==> src/rtl/if_fetch_if.sv <==
// -----------------------------------------------------------------------------
// if_fetch_if
//   Instruction-memory bus between the fetch stage and a combinational
//   instruction memory.
//
//   Signals:
//     im_address  12  byte address presented by the fetch stage (pc[11:0])
//     im_now      32  instruction word returned combinationally by the memory
//
//   Modports:
//     master  fetch stage  (drives im_address, reads im_now)
//     slave   memory       (reads im_address, drives im_now)
// -----------------------------------------------------------------------------
interface if_fetch_if;
  logic [11:0] im_address;
  logic [31:0] im_now;

  modport master (output im_address, input  im_now);
  modport slave  (input  im_address, output im_now);
endinterface : if_fetch_if

==> src/rtl/if_fetch.sv <==
// -----------------------------------------------------------------------------
// if_fetch
//   Instruction-fetch stage of the MIPS pipeline. Holds the program counter,
//   presents pc[11:0] to the combinational instruction memory and registers
//   the returned word plus PC+4 into the IF/ID pipeline register. Handles
//   decode stalls, branch/jump redirects and a syscall halt/resume FSM.
//
//   Parameters:
//     RESET_PC           PC loaded on reset (bits [1:0] must be 0)
//
//   Build option:
//     FETCH_CNT_EN       when defined, o_fetch_count counts every instruction
//                        latched valid into IF/ID; otherwise it is tied to 0
//                        and no counter is built.
//
//   Ports:
//     clk                rising-edge clock
//     rst                synchronous active-high reset
//     i_stall            hold PC and IF/ID (load-use hazard)
//     i_redirect_valid   taken branch/jump this cycle
//     i_redirect_target  new PC (bits [1:0] forced to 0)
//     i_halt             syscall halt request
//     i_resume           leave HALTED
//     im_bus             instruction-memory bus (master side)
//     o_pc               current fetch PC
//     o_ifid_instr       registered instruction
//     o_ifid_pc4         registered PC+4 of that instruction
//     o_ifid_valid       IF/ID holds a real instruction (0 = bubble)
//     o_halted           FSM is in HALTED
//     o_fetch_count      instructions latched valid into IF/ID
// -----------------------------------------------------------------------------
module if_fetch #(
  parameter logic [31:0] RESET_PC = 32'h0000_0000
) (
  input  logic               clk,
  input  logic               rst,
  input  logic               i_stall,
  input  logic               i_redirect_valid,
  input  logic [31:0]        i_redirect_target,
  input  logic               i_halt,
  input  logic               i_resume,
  if_fetch_if.master         im_bus,
  output logic [31:0]        o_pc,
  output logic [31:0]        o_ifid_instr,
  output logic [31:0]        o_ifid_pc4,
  output logic               o_ifid_valid,
  output logic               o_halted,
  output logic [31:0]        o_fetch_count
);

  typedef enum logic [0:0] {
    ST_RUN    = 1'b0,
    ST_HALTED = 1'b1
  } state_t;

  state_t      r_state;
  logic [31:0] r_pc;
  logic [31:0] r_ifid_instr;
  logic [31:0] r_ifid_pc4;
  logic        r_ifid_valid;
  logic        r_halted;

  logic [31:0] w_pc_plus4;
  logic [31:0] w_redirect_pc;

  // Wraps modulo 2^32 by construction of the 32-bit add.
  assign w_pc_plus4    = r_pc + 32'd4;
  // Masking keeps every target bit in the expression while forcing word alignment.
  assign w_redirect_pc = i_redirect_target & ~32'h0000_0003;

  // The memory address is a plain copy of the PC so it tracks it in every state.
  assign im_bus.im_address = r_pc[11:0];

  // ---------------------------------------------------------------------------
  // Fetch FSM and IF/ID register.
  // RUN priority: halt > redirect > stall > normal fetch. In HALTED everything
  // holds and only resume is honoured.
  // ---------------------------------------------------------------------------
  // NOTE: sequential state uses non-blocking assignments so every register
  // samples the pre-edge values, independent of statement order.
  always_ff @(posedge clk) begin
    if (rst) begin
      r_state      <= ST_RUN;
      r_pc         <= RESET_PC;
      r_ifid_instr <= 32'h0;
      r_ifid_pc4   <= 32'h0;
      r_ifid_valid <= 1'b0;
      r_halted     <= 1'b0;
    end else begin
      case (r_state)
        ST_RUN: begin
          if (i_halt) begin
            r_state      <= ST_HALTED;
            r_halted     <= 1'b1;
            r_ifid_valid <= 1'b0;
          end else if (i_redirect_valid) begin
            // Wrong-path word currently at im_now is squashed; takes effect
            // even during a stall so the branch is never lost.
            r_pc         <= w_redirect_pc;
            r_ifid_valid <= 1'b0;
          end else if (!i_stall) begin
            r_ifid_instr <= im_bus.im_now;
            r_ifid_pc4   <= w_pc_plus4;
            r_ifid_valid <= 1'b1;
            r_pc         <= w_pc_plus4;
          end
        end
        ST_HALTED: begin
          // Fetch restarts from the held PC on the edge after resume.
          if (i_resume) begin
            r_state  <= ST_RUN;
            r_halted <= 1'b0;
          end
        end
        default: begin
          r_state <= ST_RUN;
        end
      endcase
    end
  end

  // ---------------------------------------------------------------------------
  // Optional fetch counter.
  // ---------------------------------------------------------------------------
`ifdef FETCH_CNT_EN
  logic        w_latch;
  logic [31:0] r_fetch_count;

  // Same condition as the normal-fetch branch of the FSM.
  assign w_latch = (r_state == ST_RUN) && !i_halt && !i_redirect_valid && !i_stall;

  always_ff @(posedge clk) begin
    if (rst) begin
      r_fetch_count <= 32'h0;
    end else if (w_latch) begin
      r_fetch_count <= r_fetch_count + 32'd1;
    end
  end

  assign o_fetch_count = r_fetch_count;
`else
  assign o_fetch_count = 32'h0;
`endif

  assign o_pc         = r_pc;
  assign o_ifid_instr = r_ifid_instr;
  assign o_ifid_pc4   = r_ifid_pc4;
  assign o_ifid_valid = r_ifid_valid;
  assign o_halted     = r_halted;

endmodule : if_fetch

==> src/flat_wrapper.sv <==
// flat-port wrapper written by rule: the top's interface ports become plain ports
module if_fetch_flat 
#(
  parameter logic [31:0] RESET_PC = 32'h0000_0000
)
  (clk, rst, i_stall, i_redirect_valid, i_redirect_target, i_halt, i_resume, o_pc, o_ifid_instr, o_ifid_pc4, o_ifid_valid, o_halted, o_fetch_count, im_bus_im_address, im_bus_im_now);
  if_fetch_if im_bus_i ();
  input  logic clk;
  input  logic rst;
  input  logic i_stall;
  input  logic i_redirect_valid;
  input  logic [31:0] i_redirect_target;
  input  logic i_halt;
  input  logic i_resume;
  output logic [31:0] o_pc;
  output logic [31:0] o_ifid_instr;
  output logic [31:0] o_ifid_pc4;
  output logic o_ifid_valid;
  output logic o_halted;
  output logic [31:0] o_fetch_count;
  output wire logic [$bits(im_bus_i.im_address)-1:0] im_bus_im_address;
  input wire logic [$bits(im_bus_i.im_now)-1:0] im_bus_im_now;
  assign im_bus_im_address = im_bus_i.im_address;
  assign im_bus_i.im_now = im_bus_im_now;
  if_fetch #(.RESET_PC(RESET_PC)) u_core (.clk(clk), .rst(rst), .i_stall(i_stall), .i_redirect_valid(i_redirect_valid), .i_redirect_target(i_redirect_target), .i_halt(i_halt), .i_resume(i_resume), .im_bus(im_bus_i), .o_pc(o_pc), .o_ifid_instr(o_ifid_instr), .o_ifid_pc4(o_ifid_pc4), .o_ifid_valid(o_ifid_valid), .o_halted(o_halted), .o_fetch_count(o_fetch_count));
endmodule
==> config.mk <==
export PLATFORM = sky130hd
export DESIGN_NAME = if_fetch_flat
export DESIGN_NICKNAME = d
export VERILOG_FILES = /design/src/rtl/if_fetch_if.sv /design/src/rtl/if_fetch.sv /design/src/flat_wrapper.sv
export SDC_FILE = /design/constraint.sdc
export NUM_CORES = 1
export LEC_CHECK = 0
export ABC_AREA = 1
export CAP_MARGIN = 15
export CORE_AREA = 5 5 109 111
export DETAILED_ROUTE_END_ITERATION = 12
export DIE_AREA = 0 0 114 116
export PLACE_DENSITY = 0.84
export SLEW_MARGIN = 20
export SYNTH_ARGS = -nofsm -noshare
export SYNTH_HDL_FRONTEND = slang
export SYNTH_SLANG_ARGS = --single-unit
==> constraint.sdc <==
create_clock -name clk -period 2.1 [get_ports clk]
set_input_delay 0.525 -clock clk [delete_from_list [all_inputs] [get_ports clk]]
set_output_delay 0.525 -clock clk [all_outputs]
set_load 0.01 [all_outputs]
==> qor.txt, run 1 <==
========================================================================================
Combinational group share of total power ..................................        21.1%
Die outline width .........................................................  114 microns
Detailed-route via count ..................................................        4,858
Synthesized flop and latch total ..........................................           95
Worst Hold Path EP ........................................................ u_core.o_halted
Top library cells by usage in the layout, fill and taps aside ............. sky130_fd_sc_hd__clkdlybuf4s50_1, sky130_fd_sc_hd__nor2_1, sky130_fd_sc_hd__nand2_1, sky130_fd_sc_hd__dfxtp_1, sky130_fd_sc_hd__o21ai_0
Internal power ............................................................      2.81 mW
Area of the core .......................................................... 0.0107 sq mm
Count of unresolved DRC violations after routing ..........................            0
Drt initial violations ....................................................          486
R2R Path Start ............................................................ u_core.o_pc[4]
Critical path buffer and inverter count ...................................            1
Required @ worst endpoint .................................................      1.57 ns
Post-DRT Antenna Nets .....................................................            0
Most common library cell in the layout ignoring fill and taps ............. sky130_fd_sc_hd__clkdlybuf4s50_1
Met3 layer wire length in the routed design ...............................      1.20 mm
Number of CTS-inserted buffers ............................................            9
Sum of net half-perimeters after detailed placement .......................      10.6 mm
Static leakage ............................................................      2.74 nW
Count of buffers added by post-CTS timing repair for setup ................            0
Vertical die dimension ....................................................  116 microns
Overall global routing resource usage .....................................        21.1%
Number of diodes added for antenna fixing .................................            0
Total Negative Setup Slacks ...............................................         0 ns
Post-route cell area ...................................................... 0.00662 sq mm
TritonCTS clock tree ......................................................          yes
Total wire length after detailed routing ..................................      14.6 mm
Endpoint of the most critical register-to-register path ................... u_core.o_ifid_pc4[20]
Number of antenna violations at the first check in global routing .........            0
Count of placed standard cells including taps .............................          974
Cell Chain, Critical Path ................................................. clkdlybuf4s50_1
Type of the worst setup path ..............................................      reg2out
CTS H-Tree Depth ..........................................................            3
I/O pins ..................................................................          212
Worst slack, placed .......................................................  -0.00452 ns
Synth unique cells ........................................................           27
Cell Rows .................................................................           38
Post-synthesis average cell area ..........................................   6.83 sq um
Critical-path top delay cell .............................................. sky130_fd_sc_hd__clkdlybuf4s50_1
RSZ-0062 raised after global routing ......................................           no
Cell area after synthesis ................................................. 0.00473 sq mm
Synth Instances ...........................................................          692
Number of buffers added to fix hold violations after cts ..................            0
Slack of the worst reg-to-reg path ........................................      0.26 ns
Post-route met1 wirelength ................................................      6.30 mm
Sequential-to-total area share from yosys stat ............................        40.2%
Status ....................................................................    completed
GRT Residual Overflow .....................................................            0
Number of I/O port buffers ................................................          171
DRT Pass-1 Iters ..........................................................            5
Clock slew at the register clock pins of the worst setup and hold paths ...      0.10 ns
Net switching power .......................................................      1.25 mW
Average via count per standard cell .......................................         4.91
Worst min-delay path startpoint ........................................... u_core.o_halted
Clock period minus worst slack ............................................      2.03 ns
Pwr dens ..................................................................  614 mW/mm^2
Area after detailed placement ............................................. 0.00643 sq mm
Non-filler cells, final ...................................................          990
Final worst setup slack ...................................................    0.0677 ns
Root buffer cell .......................................................... sky130_fd_sc_hd__clkbuf_8
Initial cell density of the core ..........................................        44.2%
Category of cells accounting for the largest share of critical-path delay . buffers and inverters
Clock network fraction of total power .....................................        29.2%
Final weighted congestion in routability-driven placement .................        0.919
Synthesis-to-finish area growth ...........................................        40.1%
Sequential power share ....................................................        49.6%
Largest net degree at the start of global routing .........................           53
Length in cells of the worst reg-to-reg path ..............................            7
Routed wire length on met2 ................................................      6.89 mm
Sinks on Clock Net ........................................................           95
Total of cells resized after clock tree synthesis .........................            0
Kind of capture point of the worst setup path .............................  output port
Max-capacitance violation count ...........................................            0
Type of the worst min-delay path ..........................................      reg2reg
Die footprint ............................................................. 0.0132 sq mm
Max-slew violation count ..................................................            0
Clock latency reported for the late side of the worst-skew pair ...........      0.37 ns
Number of global-route vias before repair .................................        4,382
Highest attainable clock frequency ........................................      492 MHz
Yosys warning count .......................................................            0
Final-report hold violation count .........................................            0
Max rail drop VDD .........................................................   0.000348 V
Layout Skew ...............................................................    0.0123 ns
Final clock period utilization by the worst path ..........................        96.8%
Kind of launch point of the worst setup path ..............................     register
Finished Core Util ........................................................        61.9%
Top layer in use ..........................................................         met4
Max FO, Critical Path .....................................................            7
Final nets ................................................................          916
CP peak stage delay .......................................................      0.61 ns
Wire length of the first global-routing pass ..............................      22.4 mm
Hold Path Stages ..........................................................            2
Arrival time at the worst endpoint ........................................      1.51 ns
Switching fraction of total power .........................................        30.8%
Post-DR wirelength/cell ................................................... 14.8 microns
Final setup violating endpoints ...........................................            0
Clock Path Buffers ........................................................            2
Proportion of layout cells with a drive suffix above 1 ....................        5.29%
========================================================================================
## layer usage
layer,vias to the layer above,global-route usage (%)
met4,0,6.49
met5,-,0
met3,20,4.07
met1,2191,27.8
met2,224,35.2
li1,2423,-
## worst max-delay path by stage
stage                     cells after the start      startpoint  slack, ns                     to
after CTS                                     1  u_core.o_pc[4]       0.05                o_pc[4]
after global routing                          1  u_core.o_pc[4]       0.02   im_bus_im_address[4]
after detailed placement                      9          i_halt     -0.005  u_core.o_ifid_pc4[12]
final                                         1  u_core.o_pc[4]       0.07                o_pc[4]
after global placement                        8          i_halt       0.07  u_core.o_ifid_pc4[22]
after floorplan                              10  u_core.o_pc[2]       0.55  u_core.o_ifid_pc4[28]
## stage by stage
stage | hold slack (ns) | total power, mW
6_report | 0.469 | 4.07
5_1_grt | 0.484 | 4.26
4_1_cts | 0.470 | 4.08
3_5_place_dp | 0.455 | 2.91
3_3_place_gp | 0.438 | 2.90
2_1_floorplan | 0.471 | 2.49
## worst reg2reg max path, cell delays in order (launching register included)
cell	delay [ns]
sky130_fd_sc_hd__dfxtp_1	0.54
sky130_fd_sc_hd__nand3_1	0.24
sky130_fd_sc_hd__nor2_1	0.27
sky130_fd_sc_hd__nand2_1	0.16
sky130_fd_sc_hd__o21ai_0	0.22
sky130_fd_sc_hd__nand2_1	0.12
sky130_fd_sc_hd__o21ai_0	0.16
sky130_fd_sc_hd__inv_1	0.05
## final cells by class
| cell class | instances | area [sq um] |
|---|---|---|
| timing repair buffer | 186 | 1890 |
| clock buffer | 9 | 124 |
| sequential | 95 | 1900 |
| clock inverter | 7 | 65.1 |
| fill | 985 | 4080 |
| multi-input combinational | 507 | 2300 |
| tap | 140 | 175 |
| inverter | 46 | 173 |
## power groups by stage
stage	registers, mW	clock network [mW]	logic [mW]
6_report	2.02	1.19	0.860
5_1_grt	2.04	1.29	0.940
4_1_cts	2.01	1.20	0.862
3_5_place_dp	2.06	0	0.857
3_3_place_gp	2.05	0	0.845
2_1_floorplan	2.09	0	0.403
## registers in the layout, indices dropped and copies added (netlist names)
register	flops
u_core.o_pc	30
u_core.o_ifid_valid	1
u_core.o_ifid_pc4	30
u_core.o_ifid_instr	32
u_core.o_halted	1
u_core.r_state	1
## cells in the mapped netlist (all sizes together)
master	number	area, sq um
o211ai	1	7.51
nor2	152	616
dfxtp	95	1900
and2	2	12.5
ha	1	12.5
xnor2	5	43.8
nand2	122	470
conb	1	3.75
nand3	16	80.1
a21o	3	22.5
nand3b	5	37.5
a31oi	2	12.5
clkbuf	23	86.3
o21ai	90	450
a21oi	59	295
inv	46	173
buf	58	409
nand4	1	6.26
xor2	10	87.6
## cell families (layout without fill, tap and decap cells)
group	Yosys count	after routing	synth area share, %
and+or+nand+nor	298	298	25.9
other	1	38	0.0793
xor gates and xnor gates	15	15	2.78
AOI/OAI and AO/OA	155	155	16.7
adders and majority gates	1	1	0.265
DFF	95	95	40.2
buffers and inverters	127	248	14.1
(Power assumes the default switching activity.)
==> run 2: changes to the inputs <==
--- a/config.mk
+++ b/config.mk
@@ -6,7 +6,6 @@
 export NUM_CORES = 1
 export LEC_CHECK = 0
 export ABC_AREA = 1
-export CAP_MARGIN = 15
 export CORE_AREA = 5 5 109 111
 export DETAILED_ROUTE_END_ITERATION = 12
 export DIE_AREA = 0 0 114 116
==> results of run 2 <==
No change in the layout: final DEF, timing and power equal those of run 1.
==> run 3: changes to the inputs <==
--- a/config.mk
+++ b/config.mk
@@ -6,10 +6,11 @@
 export NUM_CORES = 1
 export LEC_CHECK = 0
 export ABC_AREA = 1
-export CORE_AREA = 5 5 109 111
+export CORE_AREA = 5 5 100 102
 export DETAILED_ROUTE_END_ITERATION = 12
-export DIE_AREA = 0 0 114 116
-export PLACE_DENSITY = 0.84
+export DIE_AREA = 0 0 105 107
+export DONT_BUFFER_PORTS = 1
+export PLACE_DENSITY = 0.68
 export SLEW_MARGIN = 20
 export SYNTH_ARGS = -nofsm -noshare
 export SYNTH_HDL_FRONTEND = slang
==> run 3 against run 2 <==
Net effect:
- count of clock-buffer cells in the layout unchanged
- worst setup slack better by 0.28 ns
- clock skew decreased by 0.0022 ns
- die area decreased by 15%
- sequential power grew 2%
- clock power grew 6%
- routed wire length is 9.4% lower
- global-route usage is 1.8 points higher
==> qor.txt, run 3 (synthesis gave the netlist of run 1 again) <==
========================================================================================
I/O pins ..................................................................          212   unchanged
Final nets ................................................................          748   was 916
Most common library cell in the layout ignoring fill and taps ............. sky130_fd_sc_hd__nor2_1   was sky130_fd_sc_hd__clkdlybuf4s50_1
Clock latency reported for the late side of the worst-skew pair ...........      0.37 ns   about the same
Routed wire length on met2 ................................................      6.54 mm   was 6.89 mm
CP peak stage delay .......................................................      0.35 ns   was 0.61 ns
Average via count per standard cell .......................................         5.32   was 4.91
Final weighted congestion in routability-driven placement .................        0.844   was 0.919
Final Hold Slack ..........................................................     0.224 ns   was 0.469 ns
Total of cells resized after clock tree synthesis .........................            0   unchanged
Post-DRT Antenna Nets .....................................................            0   unchanged
Overall global routing resource usage .....................................        22.9%   was 21.1%
CTS H-Tree Depth ..........................................................            3   unchanged
Critical-path top delay cell .............................................. sky130_fd_sc_hd__dfxtp_1   was sky130_fd_sc_hd__clkdlybuf4s50_1
Die outline width .........................................................  105 microns   was 114 microns
Worst slew slack as a fraction of its limit ...............................        63.9%
Fill cells ................................................................          905   was 985
Count of placed standard cells including taps .............................          777   was 974
Cell Rows .................................................................           35   was 38
Sinks on Clock Net ........................................................           95   unchanged
Max-capacitance violation count ...........................................            0   unchanged
Post-route met1 wirelength ................................................      5.09 mm   was 6.30 mm
Category of cells accounting for the largest share of critical-path delay . simple AND/OR/NAND/NOR gates   was buffers and inverters
Max reg flops .............................................................           32   unchanged
Slew at the pin closest to its max-slew limit .............................     0.540 ns
Synthesis-to-finish area growth ...........................................        2.83%   was 40.1%
Top layer in use ..........................................................         met4   unchanged
Total Negative Setup Slacks ...............................................         0 ns   unchanged
GRT Residual Overflow .....................................................            0   unchanged
Final-report hold violation count .........................................            0   unchanged
Number of CTS-inserted buffers ............................................            9   unchanged
Detailed-route via count ..................................................        4,219   was 4,858
Cell Chain, Critical Path ................................................. ha_1, nand3_1, nor2_1, nand2_1, o21ai_0, nand2_1, o21ai_0, inv_1   was clkdlybuf4s50_1
Vertical die dimension ....................................................  107 microns   was 116 microns
Kind of capture point of the worst setup path .............................     register   was output port
Max-slew violation count ..................................................            0   unchanged
Wire length of the first global-routing pass ..............................      20.9 mm   was 22.4 mm
Count of buffers added by post-CTS timing repair for setup ................            0   unchanged
Number of antenna violations at the first check in global routing .........            0   unchanged
Initial cell density of the core ..........................................        52.4%   was 44.2%
Number of diodes added for antenna fixing .................................            0   unchanged
Post-DR wirelength/cell ................................................... 16.7 microns   was 14.8 microns
Area of the core .......................................................... 0.00902 sq mm   was 0.0107 sq mm
Area of all sequential standard cells ..................................... 0.00190 sq mm   unchanged
Number of buffers added to fix hold violations after cts ..................            0   unchanged
Top library cells by usage in the layout, fill and taps aside ............. sky130_fd_sc_hd__nor2_1, sky130_fd_sc_hd__nand2_1, sky130_fd_sc_hd__dfxtp_1, sky130_fd_sc_hd__o21ai_0, sky130_fd_sc_hd__a21oi_1   was sky130_fd_sc_hd__clkdlybuf4s50_1, sky130_fd_sc_hd__nor2_1, sky130_fd_sc_hd__nand2_1, sky130_fd_sc_hd__dfxtp_1, sky130_fd_sc_hd__o21ai_0
Highest attainable clock frequency ........................................      571 MHz   was 492 MHz
Non-filler cells, final ...................................................          793   was 990
Number of global-route vias before repair .................................        3,986   was 4,382
Number of I/O port buffers ................................................            0   was 171
Count of unresolved DRC violations after routing ..........................            0   unchanged
Drt initial violations ....................................................          272   was 486
Required @ worst endpoint .................................................      2.36 ns   was 1.57 ns
Largest net degree at the start of global routing .........................           58   was 53
Critical path buffer and inverter count ...................................            1   unchanged
Sum of net half-perimeters after detailed placement .......................      9.44 mm   was 10.6 mm
Layout Skew ...............................................................    0.0101 ns   was 0.0123 ns
Type of the worst min-delay path ..........................................       in2reg   was reg2reg
Proportion of layout cells with a drive suffix above 1 ....................        7.04%   was 5.29%
Status ....................................................................    completed   unchanged
Pwr dens ..................................................................  774 mW/mm^2   was 614 mW/mm^2
Clock Path Buffers ........................................................            2   unchanged
Clock period minus worst slack ............................................      1.75 ns   was 2.03 ns
Finished Core Util ........................................................        53.9%   was 61.9%
DRT Pass-1 Iters ..........................................................            6   was 5
Static leakage ............................................................      2.11 nW   was 2.74 nW
Type of the worst setup path ..............................................      reg2reg   was reg2out
Kind of launch point of the worst setup path ..............................     register   unchanged
Final clock period utilization by the worst path ..........................        83.4%   was 96.8%
Root buffer cell .......................................................... sky130_fd_sc_hd__clkbuf_8   unchanged
Clock slew at the register clock pins of the worst setup and hold paths ...      0.10 ns   about the same
TritonCTS clock tree ......................................................          yes   unchanged
RSZ-0062 raised after global routing ......................................           no   unchanged
Max rail drop VDD .........................................................   0.000308 V   was 0.000348 V
Area of combinational cells with multiple inputs .......................... 0.00230 sq mm   unchanged
Arrival time at the worst endpoint ........................................      2.01 ns   was 1.51 ns
Final setup violating endpoints ...........................................            0   unchanged
Die footprint ............................................................. 0.0112 sq mm   was 0.0132 sq mm
Total wire length after detailed routing ..................................      13.3 mm   was 14.6 mm
Met3 layer wire length in the routed design ...............................      1.43 mm   was 1.20 mm
Max FO, Critical Path .....................................................            3   was 7
========================================================================================
==> run 3: cell count changes in the layout (fill, tap and decap cells not counted) <==
cell,before,now
sky130_fd_sc_hd__clkinv_4,3,0
sky130_fd_sc_hd__inv_8,2,1
sky130_fd_sc_hd__clkdlybuf4s50_1,171,0
sky130_fd_sc_hd__bufinv_16,0,1
sky130_fd_sc_hd__buf_4,10,17
sky130_fd_sc_hd__buf_12,5,1
sky130_fd_sc_hd__clkinvlp_4,1,4
==> run 3: worst reg2reg max path: stages, from the launching register on <==
cell and delay (ns):
sky130_fd_sc_hd__dfxtp_1 0.35, sky130_fd_sc_hd__ha_1 0.24, sky130_fd_sc_hd__nand3_1 0.18, sky130_fd_sc_hd__nor2_1 0.24, sky130_fd_sc_hd__nand2_1 0.16, sky130_fd_sc_hd__o21ai_0 0.18, sky130_fd_sc_hd__nand2_1 0.10, sky130_fd_sc_hd__o21ai_0 0.15
sky130_fd_sc_hd__inv_1 0.06
==> run 3: worst paths after layout <==
| kind | start | endpoint | slack, ns | cells after the start |
|---|---|---|---|---|
| worst max-delay path | u_core.o_pc[2] | u_core.o_ifid_pc4[20] | 0.35 | 8 |
| worst min-delay path | rst | u_core.o_ifid_pc4[4] | 0.22 | 1 |
| worst max register to register | u_core.o_pc[2] | u_core.o_ifid_pc4[20] | 0.35 | 8 |
| worst min register to register | u_core.o_halted | u_core.o_halted | 0.52 | 2 |
==> run 3: power breakdown <==
part / total [mW] / switching (mW) / internal (mW)
registers: 2.06 / 0.154 / 1.91
clock network: 1.26 / 0.695 / 0.563
logic: 0.444 / 0.296 / 0.148
total: 3.77 / 1.15 / 2.62
==> run 3: per-layer routing <==
| metal | track usage [%] | up-vias |
|---|---|---|
| li1 | - | 2080 |
| met1 | 25.9 | 1933 |
| met2 | 40.1 | 190 |
| met3 | 8.85 | 16 |
| met4 | 6.39 | 0 |
| met5 | 0 | - |
==> run 3: area by class of cell <==
class	instances	share of cell area (%)
Clock buffer	9	2.55
Clock inverter	7	1.65
Sequential cell	95	39.1
Tap cell	111	2.86
Inverter	46	3.55
Multi-Input combinational cell	507	47.2
Timing Repair Buffer	18	3.04
==> run 3: per-stage QoR <==
step                      worst slack (ns)  total power [mW]  instance area (sq um)
after global placement               0.398              2.53                   4660
after global routing                 0.135              3.95                   4860
after CTS                            0.379              3.79                   4860
after detailed placement             0.408              2.55                   4660
after floorplan                      0.547              2.49                   4870
final                                0.348              3.77                   4860
